[src/rtl/sent_rx_frame_decoder.sv]
// SENT receiver front end: line sync, tick measurement, frame decode and CRC request.
// Optional `SENT_RX_PAUSE_EN adds a pause-pulse state between frames.
//
// Ports:
//   clk_rx, reset_n_rx     receiver clock, async active-low reset
//   sent_rx_i              raw SENT line (asynchronous)
//   crc_check_done_i       2'b01 = CRC checker consumed the request
//   enable_crc_check_o     request code (001/010/011 for 6/4/3 nibbles), 000 idle
//   data_check_crc_o       right-justified {data nibbles, crc}
//   status_nibble_o        status nibble of the last issued frame
//   frame_error_o          one-cycle pulse on a malformed frame
//   overrun_o              one-cycle pulse when an unacked request is replaced
module sent_rx_frame_decoder #(
    parameter int CLK_PER_TICK = 4,
    parameter int DATA_NIBBLES = 6,
    parameter int TICK_CNT_W   = 10
) (
    input  logic        clk_rx,
    input  logic        reset_n_rx,
    input  logic        sent_rx_i,
    input  logic [1:0]  crc_check_done_i,
    output logic [2:0]  enable_crc_check_o,
    output logic [29:0] data_check_crc_o,
    output logic [3:0]  status_nibble_o,
    output logic        frame_error_o,
    output logic        overrun_o
);

    localparam int PW = $clog2(CLK_PER_TICK);
    localparam logic [PW-1:0] P_HALF = PW'(CLK_PER_TICK / 2);
    localparam logic [PW-1:0] P_LAST = PW'(CLK_PER_TICK - 1);
    localparam logic [TICK_CNT_W-1:0] T_MAX = '1;
    localparam logic [TICK_CNT_W-1:0] T_SYNC = TICK_CNT_W'(56);
    localparam logic [TICK_CNT_W-1:0] T_NMIN = TICK_CNT_W'(12);
    localparam logic [TICK_CNT_W-1:0] T_NMAX = TICK_CNT_W'(27);
    localparam logic [2:0] REQ_CODE = (DATA_NIBBLES == 6) ? 3'b001 :
                                      (DATA_NIBBLES == 4) ? 3'b010 : 3'b011;
    localparam logic [2:0] CNT_LAST = 3'(DATA_NIBBLES - 1);

    typedef enum logic [2:0] {
        S_HUNT,
        S_STATUS,
        S_DATA,
        S_CRC,
`ifdef SENT_RX_PAUSE_EN
        S_EXP_SYNC,
        S_PAUSE
`else
        S_EXP_SYNC
`endif
    } state_t;

    state_t r_state, w_next;

    logic [1:0]            r_sync;
    logic                  r_last;
    logic                  r_fall;
    logic                  r_armed;
    logic [PW-1:0]         r_presc;
    logic [TICK_CNT_W-1:0] r_tick;
    logic [3:0]            r_status;
    logic [25:0]           r_frame;
    logic [2:0]            r_cnt;
    logic [2:0]            r_en;
    logic [29:0]           r_data;
    logic [3:0]            r_stat_o;
    logic                  r_err;
    logic                  r_ovr;

    logic       w_sync, w_nib, w_ack;
    logic [3:0] w_nibble;
    logic       w_err, w_issue, w_lat_st, w_store;

    assign w_sync   = (r_tick == T_SYNC);
    assign w_nib    = (r_tick >= T_NMIN) && (r_tick <= T_NMAX);
    // Low nibble arithmetic is enough: 12..27 minus 12 maps onto 0..15.
    assign w_nibble = r_tick[3:0] - 4'd12;
    assign w_ack    = (crc_check_done_i == 2'b01);

`ifdef SENT_RX_PAUSE_EN
    logic w_pause;
    assign w_pause = (r_tick >= T_NMIN) && (r_tick <= TICK_CNT_W'(768));
`endif

    // Line conditioning and interval measurement.
    always_ff @(posedge clk_rx or negedge reset_n_rx) begin
        if (!reset_n_rx) begin
            r_sync  <= 2'b11;
            r_last  <= 1'b1;
            r_fall  <= 1'b0;
            r_armed <= 1'b0;
            r_presc <= '0;
            r_tick  <= '0;
        end else begin
            r_sync <= {r_sync[0], sent_rx_i};
            r_last <= r_sync[1];
            r_fall <= r_last & ~r_sync[1];
            if (r_fall) begin
                r_armed <= 1'b1;
                // Half-tick preload rounds the interval to the nearest tick.
                r_presc <= P_HALF;
                r_tick  <= '0;
            end else if (r_presc == P_LAST) begin
                r_presc <= '0;
                if (r_tick != T_MAX) r_tick <= r_tick + 1'b1;
            end else begin
                r_presc <= r_presc + 1'b1;
            end
        end
    end

    always_ff @(posedge clk_rx or negedge reset_n_rx) begin
        if (!reset_n_rx) r_state <= S_HUNT;
        else             r_state <= w_next;
    end

    always_comb begin
        w_next   = r_state;
        w_err    = 1'b0;
        w_issue  = 1'b0;
        w_lat_st = 1'b0;
        w_store  = 1'b0;
        if (r_fall && r_armed) begin
            unique case (r_state)
                S_HUNT: begin
                    if (w_sync) w_next = S_STATUS;
                end
                S_STATUS: begin
                    if (w_nib) begin
                        w_lat_st = 1'b1;
                        w_next   = S_DATA;
                    end else if (!w_sync) begin
                        w_err  = 1'b1;
                        w_next = S_HUNT;
                    end
                end
                S_DATA, S_CRC: begin
                    if (w_nib && r_state == S_DATA) begin
                        w_store = 1'b1;
                        if (r_cnt == CNT_LAST) w_next = S_CRC;
                    end else if (w_nib) begin
                        w_issue = 1'b1;
                        w_next  = S_EXP_SYNC;
                    end else begin
                        w_err  = 1'b1;
                        w_next = w_sync ? S_STATUS : S_HUNT;
                    end
                end
                S_EXP_SYNC: begin
                    if (w_sync) begin
                        w_next = S_STATUS;
`ifdef SENT_RX_PAUSE_EN
                    end else if (w_pause) begin
                        w_next = S_PAUSE;
`endif
                    end else begin
                        w_err  = 1'b1;
                        w_next = S_HUNT;
                    end
                end
`ifdef SENT_RX_PAUSE_EN
                S_PAUSE: begin
                    if (w_sync) begin
                        w_next = S_STATUS;
                    end else begin
                        w_err  = 1'b1;
                        w_next = S_HUNT;
                    end
                end
`endif
                default: w_next = S_HUNT;
            endcase
        end else if (!r_fall && r_tick == T_MAX && r_state != S_HUNT) begin
            // Line stuck mid-frame: abandon without waiting for an edge.
            w_err  = 1'b1;
            w_next = S_HUNT;
        end
    end

    // Frame assembly and CRC request handshake.
    always_ff @(posedge clk_rx or negedge reset_n_rx) begin
        if (!reset_n_rx) begin
            r_status <= '0;
            r_frame  <= '0;
            r_cnt    <= '0;
            r_en     <= '0;
            r_data   <= '0;
            r_stat_o <= '0;
            r_err    <= 1'b0;
            r_ovr    <= 1'b0;
        end else begin
            r_err <= w_err;
            r_ovr <= w_issue && (r_en != 3'b000) && !w_ack;
            if (w_lat_st) begin
                r_status <= w_nibble;
                r_frame  <= '0;
                r_cnt    <= '0;
            end
            if (w_store) begin
                r_frame <= {r_frame[21:0], w_nibble};
                r_cnt   <= r_cnt + 1'b1;
            end
            if (w_issue) begin
                r_en     <= REQ_CODE;
                r_data   <= {r_frame, w_nibble};
                r_stat_o <= r_status;
            end else if (w_ack) begin
                r_en <= 3'b000;
            end
        end
    end

    assign enable_crc_check_o = r_en;
    assign data_check_crc_o   = r_data;
    assign status_nibble_o    = r_stat_o;
    assign frame_error_o      = r_err;
    assign overrun_o          = r_ovr;

endmodule

[config.mk]
export PLATFORM = sky130hd
export DESIGN_NAME = sent_rx_frame_decoder
export DESIGN_NICKNAME = d
export VERILOG_FILES = /design/src/rtl/sent_rx_frame_decoder.sv
export SDC_FILE = /design/constraint.sdc
export NUM_CORES = 1
export LEC_CHECK = 0
export CAP_MARGIN = 10
export CORE_MARGIN = 4
export CORE_UTILIZATION = 55
export CTS_CLUSTER_DIAMETER = 80
export DETAILED_ROUTE_END_ITERATION = 7
export HOLD_SLACK_MARGIN = 0.15
export PLACE_DENSITY = 0.78
export SYNTH_ARGS = -nofsm -noshare
export SYNTH_HDL_FRONTEND = slang
export SYNTH_SLANG_ARGS = --single-unit
[constraint.sdc]
create_clock -name clk_rx -period 2.9 [get_ports clk_rx]
set_input_delay 0.29 -clock clk_rx [delete_from_list [all_inputs] [get_ports clk_rx]]
set_output_delay 0.29 -clock clk_rx [all_outputs]
set_load 0.005 [all_outputs]
==> results of run 1 <==
-- critical path, delay by kind of cell, from the launching register on --
family / cells / cell delay, ps
buffers and inverters: 1 / 300
DFF: 1 / 440
muxes: 1 / 340
and+or+nand+nor: 3 / 1050
-- metrics by stage --
stage                     hold slack [ps]  cells  utilization [%]
after floorplan                     -5.59    289                -
after global placement                346    412             62.9
after detailed placement              348    412             62.9
after CTS                             172    428             65.8
after global routing                  218    428             65.8
final                                 128    428             65.8
-- power by group through the flow --
stage / registers (W) / logic, W / clock network (W)
6_report: 0.00132 / 0.000199 / 0.000810
5_1_grt: 0.00133 / 0.000226 / 0.000899
4_1_cts: 0.00132 / 0.000203 / 0.000831
3_5_place_dp: 0.00135 / 0.000202 / 0
3_3_place_gp: 0.00134 / 0.000194 / 0
2_1_floorplan: 0.00133 / 0.000140 / 0
-- cells by family after synthesis --
logic type,after synthesis
muxes,32
other,1
adders and majority gates,7
AOI/OAI and AO/OA,63
xor gates and xnor gates,10
buffers and inverters,29
and+or+nand+nor,56
DFF,90
-- registers in the layout (all words and copies together) (netlist names) --
register and cells:
overrun_o 1, r_frame 26, data_check_crc_o 30, status_nibble_o 4
r_cnt 3, enable_crc_check_o 1, r_fall 1, r_state 3
r_tick 10, r_last 1, frame_error_o 1, r_sync 2
r_armed 1, r_presc 2, r_status 4
-- final cells by class --
cell class | instances | area [um2]
well taps | 96 | 120
inverters | 10 | 37.5
clock inverters | 7 | 70.1
clock buffers | 9 | 124
flip-flops and latches | 90 | 2260
repair buffers | 46 | 445
multi-input cells | 170 | 1420
fillers | 493 | 2320
-- worst min-delay path by stage --
stage | startpoint | cells past startpoint | endpoint
CTS | reset_n_rx | 1 | status_nibble_o[3]$_DFFE_PN0P_
floorplan | reset_n_rx | 0 | data_check_crc_o[0]$_DFFE_PN0P_
global route | reset_n_rx | 1 | data_check_crc_o[20]$_DFFE_PN0P_
finish | reset_n_rx | 1 | status_nibble_o[1]$_DFFE_PN0P_
global placement | r_sync[0]$_DFF_PN1_ | 0 | r_sync[1]$_DFF_PN1_
detailed placement | r_sync[0]$_DFF_PN1_ | 0 | r_sync[1]$_DFF_PN1_
-- routing by layer --
metal / vias to the layer above / routed length, um / track usage (%)
met1: 1194 / 3190 / 24.5
met4: 0 / 67 / 5.53
met5: - / 0 / 0
met2: 63 / 3140 / 25.5
li1: 1107 / - / -
met3: 6 / 226 / 3.65
-- cell usage in the layout, fill, tap and decap left out, types with 4 or more instances in the layout --
master           count
xor2_1               7
clkbuf_8             9
nor3_1               4
o21ai_0             18
dfrtp_1             87
a22o_1              23
nor2_1              12
buf_4                6
clkdlybuf4s50_1     40
mux2_4              30
ha_1                 7
nand2_1             18
inv_1               10
a21oi_1              4
nand4_1              5
==> results.yml, run 1 <==
routing:
  finalWirelength_mm: 6.62
  vias_per_cell: 5.54
  ant_nets: 0
  num_vias: 2370
  route.detailed.drc: 0
  dr.pass1.iters: 4
  avgRoutedWirePerCell_um: 15.5
  drtIter0Drc: 182
global_route:
  grt_overflow_total: 0
  antenna_found_initial: 0
  grt_max_degree: 91
  grt_pass1_wl_mm: 11.5
  grt.total_usage_pct: 16.9
  grt_pass1_vias: 2274
worst_setup_path:
  slowest_stage: "or4_4"
  cp-endpoint: "status_nibble_o[3]$_DFFE_PN0P_"
  startpoint: "r_tick[6]$_DFFE_PN0P_"
  timing.rr.start: "r_tick[6]$_DFFE_PN0P_"
  rr_endpoint: "status_nibble_o[3]$_DFFE_PN0P_"
  critPathKind: "flip-flop to flip-flop"
  endpoint_kind: "flip-flop"
  required_ps: 3130
  worst-r2r-setup-slack_ps: 660
  cp.arrival_ps: 2480
  cp_max_fo: 24
  path_cells: "or4_4, nor3_4, nand4_4, buf_4, mux2_4"
  r2r_cells: 5
  slowest_delay_ps: 590
  crit_path_start_kind: "flip-flop"
die:
  initial_core_util_pct: 56.4
  die-area_mm2: 0.00836
  core.rowCount: 30
  die_x_um: 91.4
  core_mm2: 0.00679
  die_height_um: 91.4
  io_pins: 44
clocking:
  clkSinkCount: 90
  cts_buffers: 9
  clk_pin_slew_worst_paths_ps: 90
  post_cts_resized: 0
  cts_htree_levels: 3
  clockRootBuffer: "clkbuf_8"
  hold_buffers: 0
  cts_buffer_depth: 2
  clk_latency_ps: 350
  cts_tree: "built"
  post_cts_buffers: 0
layout:
  final_area_mm2: 0.00447
  n_antenna_cell: 0
  area_delta_synth_final_pct: 16.8
  final_nets: 339
  drive_above_1_share_pct: 18.7
timing:
  fmax_mhz: 446
  finalHoldViolations: 0
  skew_ps: 12.7
  setup_viol: 0
  fin_crit_sh_pct: 77.3
  period_minus_slack_ps: 2240
  tightest_slew_ps: 1070
  final.setup.tns_ps: 0
  layout_setup_ws_ps: 658
  rsz0062_at_grt: "no"
  finalMaxSlewViolations: 0
  slew_headroom_pct: 28.6
power_and_ir_drop:
  ir_worst_vdd_mv: 0.266
  seqPwrFrac_pct: 56.7
  p_int_w: 0.00170
  combPwrFrac_pct: 8.6
  p_switching_w: 0.000634
  clockPowerShare_pct: 34.7
  p_total_w: 0.00233
  power.leakage_nw: 2.14
  p_sw_share_pct: 27.2
  powerDensity_mw_per_mm2: 521
logic_synthesis:
  synth_top_area_share_pct: 56.9
  ys_top_cells_by_area: "dfrtp_1 57%, mux2_4 12%, a22o_1 5.3%, o21ai_0 2.4%, ha_1 2.3%"
  ys.warnings.count: 0
  synth_fa_ha_area_share_pct: 2.29
  synthArstFlopShare_pct: 100
  synth_top_flop_cell: "dfrtp_1"
  synth_compound_area_share_pct: 12.1
  synth_top_area_cell: "dfrtp_1"
  synth_top_family_by_area: "multiplexers"
  synth-edff-count: 0
  ys_seq_area_share_pct: 58.9
  synth_simple_gate_area_share_pct: 7.88
  synth.area.mux_share_pct: 12.3
  synthesis.area_mm2: 0.00383
  syn_avg_cell_area_um2: 13.3
  synthXorXnorAreaFrac_pct: 2.29
  synth.most_common_cell: "dfrtp_1"
  synthCells: 288
  synth_common_cells: "87 x dfrtp_1, 30 x mux2_4, 23 x a22o_1, 18 x nand2_1, 18 x o21ai_0"
  synth.distinct_cells: 45
  ys_seq_elements: 90
placement:
  postPlaceCellArea_mm2: 0.00428
  place_ws_ps: 676
  globalplace.congestion: 0.855
  port-buffer-count: 41
  detailed_place_hpwl_mm: 4.44
min_path:
  min_path_type: "primary input to async pin"
run:
  cap_violations: 0
status:
  outcome: "completed"
Power figures use the tool's default switching activity.
==> run 2, diff against run 1 <==
- CORE_UTILIZATION: 55 -> 50
- PLACE_DENSITY: 0.78 -> 0.75
- clock period: 2.9 -> 2 ns (I/O delays scaled with it)
==> run 2 against run 1 <==
The run now ends with setup timing left. Global-route usage is 0.051 points higher. Clock power is 54% higher. Clock skew is 4.9 ps lower. Setup slack worse by 700 ps. Utilization is 0.82 points lower. Total power is 52% higher. Largest power group unchanged.
==> results.yml, run 2 (synthesized netlist as in run 1, its figures left out) <==
status:
  violations: "setup timing"
  outcome: "finished, violations left"
clocking:
  cts_buffers: 9
  clk_pin_slew_worst_paths_ps: 90
  clockRootBuffer: "clkbuf_8"
  clk_latency_ps: 350
  clkSinkCount: 90
  cts_tree: "built"
  cts_buffer_depth: 2
  cts_htree_levels: 3
layout:
  final_cell_mix: "87 x dfrtp_1, 40 x clkdlybuf4s50_1, 30 x mux2_4"
  drive_above_1_share_pct: 25.4
  area_delta_synth_final_pct: 24.4
  largest_reg_flops: 30
  fin_cells: 454
  final-seq-area_mm2: 0.00226
  fin_util_pct: 65.0
  fill_cells: 546
  final_common_cell: "dfrtp_1"
  n_antenna_cell: 0
  final_nets: 362
  multi_input_comb_area_mm2: 0.00148
timing:
  setup_viol: 25
  tightest_slew_ps: 585
  finalMaxSlewViolations: 0
  final.setup.tns_ps: -546
  skew_ps: 7.77
  fin_crit_sh_pct: 102
  layout_setup_ws_ps: -38.5
  finalHoldViolations: 0
  fmax_mhz: 491
  period_minus_slack_ps: 2040
  slew_headroom_pct: 60.7
  rsz0062_at_grt: "yes"
worst_setup_path:
  slowest_stage: "or4_4"
  required_ps: 2240
  critPathKind: "flip-flop to flip-flop"
  crit_path_start_kind: "flip-flop"
  cp_max_fo: 33
  cp-endpoint: "status_nibble_o[3]$_DFFE_PN0P_"
  slowest_delay_ps: 560
  startpoint: "r_tick[6]$_DFFE_PN0P_"
  timing.rr.start: "r_tick[6]$_DFFE_PN0P_"
  rr_endpoint: "status_nibble_o[3]$_DFFE_PN0P_"
  crit_cells: 6
  cp.arrival_ps: 2280
  worst-r2r-setup-slack_ps: -40
  r2r_cells: 6
  path_cells: "or4_4, nor3_4, buf_6, nand4_4, buf_12, mux2_4"
  endpoint_kind: "flip-flop"
  cp.buffers_inverters: 2
  crit_family: "simple AND/OR/NAND/NOR gates"
die:
  die-area_mm2: 0.00912
  die_height_um: 95.5
  io_pins: 44
  initial_core_util_pct: 52.2
  core.rowCount: 31
  core_mm2: 0.00733
  die_x_um: 95.5
placement:
  port-buffer-count: 41
  placedCellCount: 433
  detailed_place_hpwl_mm: 4.85
  globalplace.congestion: 0.836
routing:
  avgRoutedWirePerCell_um: 16.0
  route.detailed.drc: 0
  drtIter0Drc: 117
  num_vias: 2424
  vias_per_cell: 5.34
  dr.pass1.iters: 4
  finalWirelength_mm: 7.29
  ant_nets: 0
power_and_ir_drop:
  p_int_w: 0.00263
  seqPwrFrac_pct: 54.1
  clockPowerShare_pct: 35.2
  p_sw_share_pct: 25.8
  power.leakage_nw: 2.27
  powerDensity_mw_per_mm2: 745
  ir_worst_vdd_mv: 0.595
  p_switching_w: 0.000916
  combPwrFrac_pct: 10.8
global_route:
  grt.total_usage_pct: 17.0
  grt_overflow_total: 0
  grt_max_degree: 62
  grt_pass1_wl_mm: 11.9
  grt_pass1_vias: 2430
  antenna_found_initial: 0
run:
  cap_violations: 0
min_path:
  min_path_type: "primary input to flip-flop"
[run 2: cell types whose count changed in the layout (fill, tap and decap cells not counted), moves of 2 or more]
cell | previous run | this run
o2111ai_2 | 0 | 3
buf_4 | 6 | 23
o2111ai_1 | 3 | 0
ha_1 | 7 | 5
buf_12 | 0 | 3
buf_6 | 0 | 2
ha_4 | 0 | 2
inv_6 | 3 | 1
[run 2: what timing repair did]
action | 4_1_cts | 5_1_grt
endpoints found under the hold margin | 29 | 0
hold buffers | 1 | 0
pin swaps | 1 | 2
setup endpoints to repair | 30 | 63
gates cloned | 0 | 0
gates resized for setup | 4 | 10
buffers inserted | 2 | 2
[run 2: worst reg2reg max path, delay by kind of cell (launching register included)]
family / cells / cell delay, ps
AND/OR/NAND/NOR: 3 / 870
flip-flops: 1 / 390
buffers and inverters: 2 / 340
multiplexers: 1 / 330
[run 2: routing by layer]
layer / GRT usage (%) / wire length (um)
met4: 3.20 / 47
met1: 22.2 / 3290
met2: 28.7 / 3690
met5: 0 / 0
met3: 4.74 / 254
[run 2: worst min-delay path by stage]
stage | slack, ps | to | start | depth (start not counted)
2_1_floorplan | -100 | data_check_crc_o[0]$_DFFE_PN0P_ | reset_n_rx | 0
4_1_cts | 250 | r_sync[0]$_DFF_PN1_ | sent_rx_i | 1
3_5_place_dp | 160 | data_check_crc_o[13]$_DFFE_PN0P_ | reset_n_rx | 1
5_1_grt | 250 | r_sync[0]$_DFF_PN1_ | sent_rx_i | 1
6_report | 260 | r_sync[0]$_DFF_PN1_ | sent_rx_i | 1
3_3_place_gp | 150 | data_check_crc_o[16]$_DFFE_PN0P_ | reset_n_rx | 1
[run 2: metrics by stage]
stage / setup WS [ps] / power [W] / cell area (um2) / hold WS (ps)
floorplan: 41.2 / 0.00214 / 3830 / -95.6
global placement: 14.4 / 0.00230 / 4450 / 153
detailed placement: -30.4 / 0.00231 / 4450 / 159
CTS: -32.3 / 0.00356 / 4690 / 249
global route: -141 / 0.00373 / 4760 / 253
finish: -38.5 / 0.00355 / 4760 / 262
[run 2: final cells by class]
type,count,area share (%)
Clock inverter,6,1.55
Multi-Input combinational cell,170,31.0
Timing Repair Buffer,69,14.0
Tap cell,99,2.60
Clock buffer,10,2.68
Inverter,10,0.788
Sequential cell,90,47.4
[run 2: power by group through the flow]
stage / registers (W) / logic [W] / clock network [W]
5_1_grt: 0.00192 / 0.000435 / 0.00137
6_report: 0.00192 / 0.000382 / 0.00125
3_5_place_dp: 0.00194 / 0.000367 / 0
4_1_cts: 0.00191 / 0.000376 / 0.00128
3_3_place_gp: 0.00194 / 0.000361 / 0
2_1_floorplan: 0.00193 / 0.000203 / 0
